$ cat src/rtl/por_rst_seq.sv
// rtl/por_rst_seq.sv - POR-driven staged release of NUM_STG active-low reset domains
// Optional per-stage acknowledge with timeout: define POR_RST_SEQ_ACK_EN.
module por_rst_seq #(
  parameter int NUM_STG  = 4,
  parameter int DLY_W    = 8,
  parameter int SYNC_STG = 2,
  parameter int ACK_TO   = 16
) (
  input  logic                     osc_ck,
  input  logic                     rst,
  input  logic                     por_in,
  input  logic                     rearm,
  input  logic [NUM_STG*DLY_W-1:0] stg_dly,
  input  logic [NUM_STG-1:0]       stg_ack,
  output logic [NUM_STG-1:0]       rstb_out,
  output logic                     seq_busy,
  output logic                     seq_done,
  output logic [2:0]               stg_idx,
  output logic [NUM_STG-1:0]       ack_err
);

`ifdef POR_RST_SEQ_ACK_EN
  typedef enum logic [2:0] {ST_IDLE, ST_HOLD, ST_REL, ST_WACK, ST_DONE} state_t;
`else
  typedef enum logic [2:0] {ST_IDLE, ST_HOLD, ST_REL, ST_DONE} state_t;
`endif

  localparam int       AW       = (ACK_TO > 1) ? $clog2(ACK_TO) : 1;
  localparam logic [AW-1:0] ACK_LAST = AW'(ACK_TO - 1);
  localparam logic [2:0]    LAST_IDX = 3'(NUM_STG - 1);

  state_t               state_q, state_d;
  logic [SYNC_STG-1:0]  sync_q;
  logic                 por_prev_q;
  logic                 por_s, por_rise;
  logic [2:0]           idx_q, idx_d;
  logic [DLY_W-1:0]     cnt_q, cnt_d;
  logic [NUM_STG-1:0]   rstb_q, rstb_d;
  logic [NUM_STG-1:0]   sel_mask;
  logic [DLY_W-1:0]     dly_next;
  logic                 adv;

`ifdef POR_RST_SEQ_ACK_EN
  logic [AW-1:0]        acnt_q, acnt_d;
  logic [NUM_STG-1:0]   err_q, err_d;
  logic                 ack_sel;
`else
  logic                 unused_ack;
  logic [AW-1:0]        unused_to;
  assign unused_ack = ^stg_ack;
  assign unused_to  = ACK_LAST;
`endif

  assign por_s    = sync_q[SYNC_STG-1];
  assign por_rise = por_s & ~por_prev_q;

  always_ff @(posedge osc_ck or posedge rst) begin
    if (rst) begin
      sync_q     <= '0;
      por_prev_q <= 1'b0;
    end else begin
      sync_q     <= {sync_q[SYNC_STG-2:0], por_in};
      por_prev_q <= por_s;
    end
  end

  // Stage decode by loop so a 3-bit index never over-indexes a narrower vector.
  always_comb begin
    sel_mask = '0;
    dly_next = '0;
    for (int i = 0; i < NUM_STG; i++) begin
      if (idx_q == 3'(i)) sel_mask[i] = 1'b1;
      if (idx_q + 3'd1 == 3'(i)) dly_next = stg_dly[i*DLY_W +: DLY_W];
    end
  end

`ifdef POR_RST_SEQ_ACK_EN
  assign ack_sel = |(stg_ack & sel_mask);
`endif

  always_comb begin
    state_d = state_q;
    idx_d   = idx_q;
    cnt_d   = cnt_q;
    rstb_d  = rstb_q;
    adv     = 1'b0;
`ifdef POR_RST_SEQ_ACK_EN
    acnt_d  = acnt_q;
    err_d   = err_q;
`endif
    if (state_q != ST_IDLE && por_rise) begin
      state_d = ST_HOLD;
      rstb_d  = '0;
`ifdef POR_RST_SEQ_ACK_EN
      err_d   = '0;
`endif
    end else if (state_q != ST_IDLE && rearm) begin
      state_d = ST_HOLD;
      rstb_d  = '0;
    end else begin
      case (state_q)
        ST_IDLE: if (por_s) state_d = ST_HOLD;
        ST_HOLD: begin
          if (!por_s) begin
            idx_d   = 3'd0;
            cnt_d   = stg_dly[DLY_W-1:0];
            state_d = ST_REL;
          end
        end
        ST_REL: begin
          if (cnt_q != '0) begin
            cnt_d = cnt_q - DLY_W'(1);
          end else begin
            rstb_d = rstb_q | sel_mask;
`ifdef POR_RST_SEQ_ACK_EN
            acnt_d  = '0;
            state_d = ST_WACK;
`else
            adv = 1'b1;
`endif
          end
        end
`ifdef POR_RST_SEQ_ACK_EN
        ST_WACK: begin
          if (ack_sel) begin
            adv = 1'b1;
          end else if (acnt_q == ACK_LAST) begin
            adv   = 1'b1;
            err_d = err_q | sel_mask;
          end else begin
            acnt_d = acnt_q + AW'(1);
          end
        end
`endif
        ST_DONE: ;
        default: state_d = ST_IDLE;
      endcase
      if (adv) begin
        if (idx_q < LAST_IDX) begin
          idx_d   = idx_q + 3'd1;
          cnt_d   = dly_next;
          state_d = ST_REL;
        end else begin
          state_d = ST_DONE;
        end
      end
    end
  end

  always_ff @(posedge osc_ck or posedge rst) begin
    if (rst) begin
      state_q <= ST_IDLE;
      idx_q   <= 3'd0;
      cnt_q   <= '0;
      rstb_q  <= '0;
`ifdef POR_RST_SEQ_ACK_EN
      acnt_q  <= '0;
      err_q   <= '0;
`endif
    end else begin
      state_q <= state_d;
      idx_q   <= idx_d;
      cnt_q   <= cnt_d;
      rstb_q  <= rstb_d;
`ifdef POR_RST_SEQ_ACK_EN
      acnt_q  <= acnt_d;
      err_q   <= err_d;
`endif
    end
  end

  assign rstb_out = rstb_q;
  assign seq_done = (state_q == ST_DONE);
  assign stg_idx  = idx_q;
`ifdef POR_RST_SEQ_ACK_EN
  assign seq_busy = (state_q == ST_HOLD) || (state_q == ST_REL) || (state_q == ST_WACK);
  assign ack_err  = err_q;
`else
  assign seq_busy = (state_q == ST_HOLD) || (state_q == ST_REL);
  assign ack_err  = '0;
`endif

endmodule

$ cat config.mk
export PLATFORM = sky130hd
export DESIGN_NAME = por_rst_seq
export DESIGN_NICKNAME = d
export VERILOG_FILES = /design/src/rtl/por_rst_seq.sv
export SDC_FILE = /design/constraint.sdc
export NUM_CORES = 1
export LEC_CHECK = 0
export ABC_CLOCK_PERIOD_IN_PS = 1700
export BUFFER_PORTS_ARGS = -buffer_cell sky130_fd_sc_hd__buf_4
export CORE_UTILIZATION = 46
export DETAILED_ROUTE_END_ITERATION = 10
export GPL_ROUTABILITY_DRIVEN = 1
export PLACE_DENSITY = 0.8
export SYNTH_ARGS = -nofsm -noshare
export SYNTH_HDL_FRONTEND = slang
export SYNTH_SLANG_ARGS = --single-unit
$ cat constraint.sdc
create_clock -name osc_ck -period 1.7 [get_ports osc_ck]
set_clock_uncertainty 0.05 [all_clocks]
set_input_delay 0.085 -clock osc_ck [delete_from_list [all_inputs] [get_ports osc_ck]]
set_output_delay 0.085 -clock osc_ck [all_outputs]
set_load 0.01 [all_outputs]
==> results of run 1 <==
==> cells in the mapped netlist, types with 4 or more instances <==
master,count
a21oi_1,19
a31oi_1,4
a32o_1,4
a32oi_1,5
buf_4,4
dfrtp_1,20
ha_1,11
inv_1,11
nand2_1,20
nand2b_1,4
nand3_1,9
nor2_1,17
o21ai_0,10
o221ai_1,4
o22ai_1,12
==> layout make-up <==
class,instances,area share
sequential,20,0.182
clock buffer,4,0.0131
inverter,11,0.0149
timing repair buffer,99,0.279
tap,46,0.0208
multi-input combinational,161,0.490
==> state kept, by name, indices dropped and copies added, names as in the netlist <==
name and count:
cnt_q 8, por_prev_q 1, rstb_out 4, state_q 2
stg_idx 3, sync_q 2
==> timing repair <==
item / in CTS / in global routing
endpoints found under the setup margin: 17 / 17
hold buffers: 2 / 0
buffers inserted: 7 / 2
cloned: 1 / 0
pin swaps: 17 / 13
hold endpoints to repair: 11 / 0
gates resized for setup: 43 / 27
==> final timing paths <==
check | start | endpoint | slack [ns] | depth (start not counted)
worst min-delay path | stg_dly[2] | cnt_q[2]$_DFFE_PP0P_ | 0.07 | 3
worst min register to register | sync_q[0]$_DFF_PP0_ | sync_q[1]$_DFF_PP0_ | 0.33 | 0
worst max register to register | stg_idx[1]$_DFFE_PP0P_ | cnt_q[1]$_DFFE_PP0P_ | -0.17 | 6
max in group asynchronous | rst | cnt_q[0]$_DFFE_PP0P_ | 0.82 | 4
worst max-delay path | stg_idx[1]$_DFFE_PP0P_ | cnt_q[1]$_DFFE_PP0P_ | -0.17 | 6
min in group asynchronous | rst | rstb_out[1]$_DFFE_PP0P_ | 0.25 | 3
==> report_power, final <==
group          leakage [nW]  switching [W]  internal (W)
sequential            0.252       0.000122      0.000589
combinational         0.934        0.00134       0.00125
clock                0.0210       0.000171      0.000131
==> cells by family (layout without fill, tap and decap cells) <==
group	count (synthesis)	count (layout)	share of synthesized area
DFF	20	20	0.304
AOI/OAI and AO/OA	77	77	0.316
adders and majority gates	11	11	0.0836
other	1	4	0.00228
buffers and inverters	24	114	0.0783
and+or+nand+nor	68	69	0.216
==> through the flow <==
stage	worst slack, ns	power, W	area (sq um)	TNS [ns]	util
3_3_place_gp	-0.123	0.00261	2350	-0.925	0.693
5_1_grt	-0.201	0.00376	2760	-2.30	0.815
3_5_place_dp	-0.184	0.00265	2350	-1.66	0.693
6_report	-0.169	0.00360	2760	-1.46	0.815
2_1_floorplan	-0.0506	0.00186	1730	-0.249	-
4_1_cts	-0.109	0.00324	2640	-0.540	0.777
==> critical path: cells and delay by family (launching register included) <==
kind | cells | cell delay, ns
fa+ha+maj | 2 | 0.48
flops | 1 | 0.47
compound gates | 2 | 0.45
simple gates | 2 | 0.33
==> metal layers <==
layer	up-vias	track usage	wire length, um
li1	938	-	-
met5	-	0	0
met2	153	0.596	3570
met4	0	0.219	501
met1	1016	0.408	2670
met3	57	0.0725	553
==> results.txt, run 1 <==
Fill cells = 175
area leader, netlist = dfrtp_1
crit-path cells = ha_4 > ha_4 > and2_4 > nand2_1 > a32o_1 > o221ai_2
critical path class = reg2reg
Cells after DPL = 326
All-Layer GR Usage = 0.352
Reg area = 503 sq um
hpwl dp = 4240 um
Lkg Pwr = 1.21 nW
Worst Path Required = 1.88 ns
clk root buf = clkbuf_4
multi-input combinational cell area = 1350 sq um
layout cells sized above 1 = 0.566
status = finished, violations left
area grow syn2layout = 67.8%
leading cell type in the layout, fill and taps excluded = buf_4
Cell Area, Synth = 1650 sq um
CTS Buffer Depth = 2
post-synthesis cell type count = 45
asr flop ratio synth = 1.00
Crit-path slowest cell = dfrtp_2
IO Port Bufs = 44
initial antenna violation count = 0
io pins = 53
die width = 61.8 um
non-filler cells, final = 341
Clock Latency Late Sink = 0.32 ns
Synth top area share = 0.304
crit-path max FO = 8
Worst path max stage delay = 0.47 ns
final hold slack = 0.0713 ns
CTS Buf Count = 3
Post-DRT Antenna Nets = 0
crit path time final = 1.87 ns
period utilization = 1.10
routed vias/inst = 6.35
grt ovf = 0
Critical Path Sink Type = flip-flop
first-pass GRT wire length = 9450 um
# nets final = 347
setup slack after layout = -0.169 ns
num rows = 21
Final Max Tran Viols = 0
Initial Util = 0.486
ys flop type = dfrtp_1
Final Hold Fails = 0
CP startpoint kind = flip-flop
crit path DAT = 2.04 ns
TritonCTS Sinks = 20
CORE AREA = 3390 sq um
routability cong. = 0.980
unrepaired setup endpoints after global routing = yes
largest net degree at the start of global routing = 12
clock tree from TritonCTS = done
failing checks = negative setup slack
Mapped Cells = 201
top cells by area, synth = dfrtp_1 (30%), ha_1 (8.4%), a21oi_1 (5.8%)
min-delay worst type = in2reg
1st-pass router iterations = 5
Most common cell on crit path = ha_4
max-cap violations = 0
synth warn = 0
synthesized flop and latch total = 20
starting DRC count in detailed routing = 251
vias in the first global route = 1,991
Via Count = 2,164
Die ar. = 3820 sq um
Routed Wire Length = 7290 um
P per Cell Area = 1300 nW/um^2
routed len/inst = 21.4 um
diode count = 0
fmax = 535 MHz
DR DRC count = 0
final setup fails = 16
most frequent cells in the layout = buf_4 (91), dfrtp_1 (18), nand2_1 (13)
CTS clk-pin slew, worst paths = 0.14 ns
Post-synth EDFFs = 0
H-tree levels = 1
mean post-synth cell area = 8.19 sq um
IR Drop Worst-Case VDD = 1.15 mV
die outline height = 61.8 um
register area share after synthesis = 0.304
Power figures use the tool's default switching activity.
==> run 2: changes to the inputs <==
--- a/config.mk
+++ b/config.mk
@@ -10,7 +10,7 @@
 export CORE_UTILIZATION = 46
 export DETAILED_ROUTE_END_ITERATION = 10
 export GPL_ROUTABILITY_DRIVEN = 1
-export PLACE_DENSITY = 0.8
+export PLACE_DENSITY = 0.73
 export SYNTH_ARGS = -nofsm -noshare
 export SYNTH_HDL_FRONTEND = slang
 export SYNTH_SLANG_ARGS = --single-unit
==> run 2 against run 1 <==
Critical path depth grew 2. The run still ends with negative setup slack left. Sequential share of layout area is 0.90 points higher. Largest cell class unchanged. Sequential power increased by 3.1%. Clock power rose by 4%. Critical path type unchanged. Wire length shrank 21%. Combinational power fell by 6%. Register-to-register slack better by 0.04 ns. Fmax up 2.1%. Utilization is 3.5 points lower. Global-route usage shrank 5.7 points.
==> results.txt, run 2 (synthesis gave the netlist of run 1 again) <==
diode count = 0 (unchanged)
DR DRC count = 0 (unchanged)
placed cell area = 2320 sq um (-0.96%)
die width = 61.8 um (unchanged)
CORE AREA = 3390 sq um (unchanged)
Initial Util = 0.486 (unchanged)
vias in the first global route = 1,696 (-15%)
IO Port Bufs = 44 (unchanged)
Worst Path Required = 1.86 ns (-0.02 ns)
initial antenna violation count = 0 (unchanged)
multi-input combinational cell area = 1240 sq um (-8.0%)
hpwl dp = 4050 um (-4.3%)
routed len/inst = 17.0 um (-20%)
Reg area = 505 sq um (+0.50%)
Clock Latency Late Sink = 0.32 ns (about the same)
Critical Path Sink Type = flip-flop
routed vias/inst = 5.81 (-8.4%)
Fin Setup TNS = -0.762 ns (+0.698 ns)
Via Count = 1,971 (-8.9%)
non-filler cells, final = 339 (-0.59%)
All-Layer GR Usage = 0.295 (-0.0567)
crit path DAT = 2.00 ns (-0.04 ns)
layout cells sized above 1 = 0.515 (-0.0507)
Finished Core Util = 0.780 (-0.0347)
crit-path cells = inv_2 > ha_4 > nor4b_4 > buf_4 > and3_4 > nand3_4 > o22ai_1 > a31oi_1
final setup fails = 12 (-4)
largest net degree at the start of global routing = 21 (+9)
min-delay worst type = in2reg
H-tree levels = 1 (unchanged)
status = finished, violations left
Routed Wire Length = 5780 um (-21%)
Top reg by flops = cnt_q
setup slack after layout = -0.131 ns (+0.0379 ns)
busiest layer in global routing = met2
Non-Filler Cell Area, Final = 2650 sq um (-4.3%)
Die ar. = 3820 sq um (unchanged)
routability cong. = 0.992 (+1.2%)
CTS Buf Count = 3 (unchanged)
Worst path max stage delay = 0.42 ns (-0.05 ns)
IR Drop Worst-Case VDD = 1.13 mV (-1.5%)
Crit path buffers/inverters = 2 (+2)
global-route track usage on met2 = 0.476 (-0.120)
CP startpoint kind = flip-flop
critical path class = reg2reg
die outline height = 61.8 um (unchanged)
max-cap violations = 0 (unchanged)
area grow syn2layout = 60.6%
fmax = 546 MHz (+2.1%)
max FFs per register = 8 (unchanged)
P per Cell Area = 1310 nW/um^2 (+0.79%)
num rows = 21 (unchanged)
first-pass GRT wire length = 8030 um (-15%)
final hold slack = 0.0415 ns (-0.0298 ns)
CTS Buffer Depth = 2 (unchanged)
Lkg Pwr = 1.17 nW (-2.9%)
TritonCTS Sinks = 20 (unchanged)
met1 usage = 0.386 (-0.0216)
1st-pass router iterations = 7 (+2)
period utilization = 1.08 (-0.0223)
Crit-path slowest cell = dfrtp_1
Cells after DPL = 323 (-0.92%)
met3 usage = 0.0518 (-0.0207)
Fill cells = 236 (+35%)
crit-path max FO = 10 (+2)
leading cell type in the layout, fill and taps excluded = buf_4
unrepaired setup endpoints after global routing = yes
Final Hold Fails = 0 (unchanged)
# nets final = 345 (-0.58%)
Post-DRT Antenna Nets = 0 (unchanged)
most frequent cells in the layout = buf_4 (91), nand2_1 (18), dfrtp_1 (16)
starting DRC count in detailed routing = 167 (-33%)
crit path time final = 1.83 ns (-0.0379 ns)
failing checks = negative setup slack
CTS clk-pin slew, worst paths = 0.14 ns (about the same)
grt ovf = 0 (unchanged)
crit-path leading delay family = simple AND/OR/NAND/NOR gates
io pins = 53 (unchanged)
clk root buf = clkbuf_4
clock tree from TritonCTS = done
Final Max Tran Viols = 0 (unchanged)
[run 2: changes by cell type in the layout (fill, tap and decap cells not counted), sizes merged]
cell	previous run	this run
buf	97	96
nand3	12	11
[run 2: cell type report]
cell class              instances  area share
repair buffers                 98       0.287
clock buffers                   4      0.0137
inverters                      11      0.0156
flip-flops and latches         20       0.191
multi-input cells             160       0.471
well taps                      46      0.0218
[run 2: metal layers]
metal / part of all wire / vias to the layer above
met4: 0.029 / 0
met1: 0.42 / 938
met3: 0.053 / 18
li1: - / 936
met5: 0 / -
met2: 0.50 / 79
[run 2: power by group]
group / switching, W / internal [W] / leakage, nW
registers: 0.000140 / 0.000594 / 0.251
logic: 0.00119 / 0.00124 / 0.900
clock network: 0.000182 / 0.000131 / 0.0210
[run 2: worst paths after layout]
kind	slack, ns	from	endpoint	cells after the start
setup / recovery	-0.13	cnt_q[0]$_DFFE_PP0P_	cnt_q[0]$_DFFE_PP0P_	8
hold / removal	0.04	stg_dly[2]	cnt_q[2]$_DFFE_PP0P_	3
setup reg to reg	-0.13	cnt_q[0]$_DFFE_PP0P_	cnt_q[0]$_DFFE_PP0P_	8
hold reg to reg	0.33	sync_q[0]$_DFF_PP0_	sync_q[1]$_DFF_PP0_	0
max in group asynchronous	1.06	rst	state_q[0]$_DFFE_PP0P_	4
min in group asynchronous	0.28	rst	sync_q[0]$_DFF_PP0_	4
[run 2: what timing repair did]
action / CTS / global route
endpoints found under the setup margin: 15 / 16
hold buffers: 2 / 0
gates resized for setup: 29 / 21
pin swaps: 21 / 10
setup buffers: 5 / 5
endpoints found under the hold margin: 21 / 0
[run 2: stage by stage]
step           setup WS, ns  power [W]
2_1_floorplan       -0.0506    0.00186
5_1_grt              -0.187    0.00366
4_1_cts             -0.0706    0.00317
3_5_place_dp         -0.195    0.00266
3_3_place_gp         -0.190    0.00265
6_report             -0.131    0.00347
[run 2: worst reg2reg max path: stages (launching register included)]
cell and delay [ns]:
dfrtp_1 0.42, inv_2 0.10, ha_4 0.14, nor4b_4 0.17, buf_4 0.18, and3_4 0.21, nand3_4 0.17, o22ai_1 0.21
a31oi_1 0.07
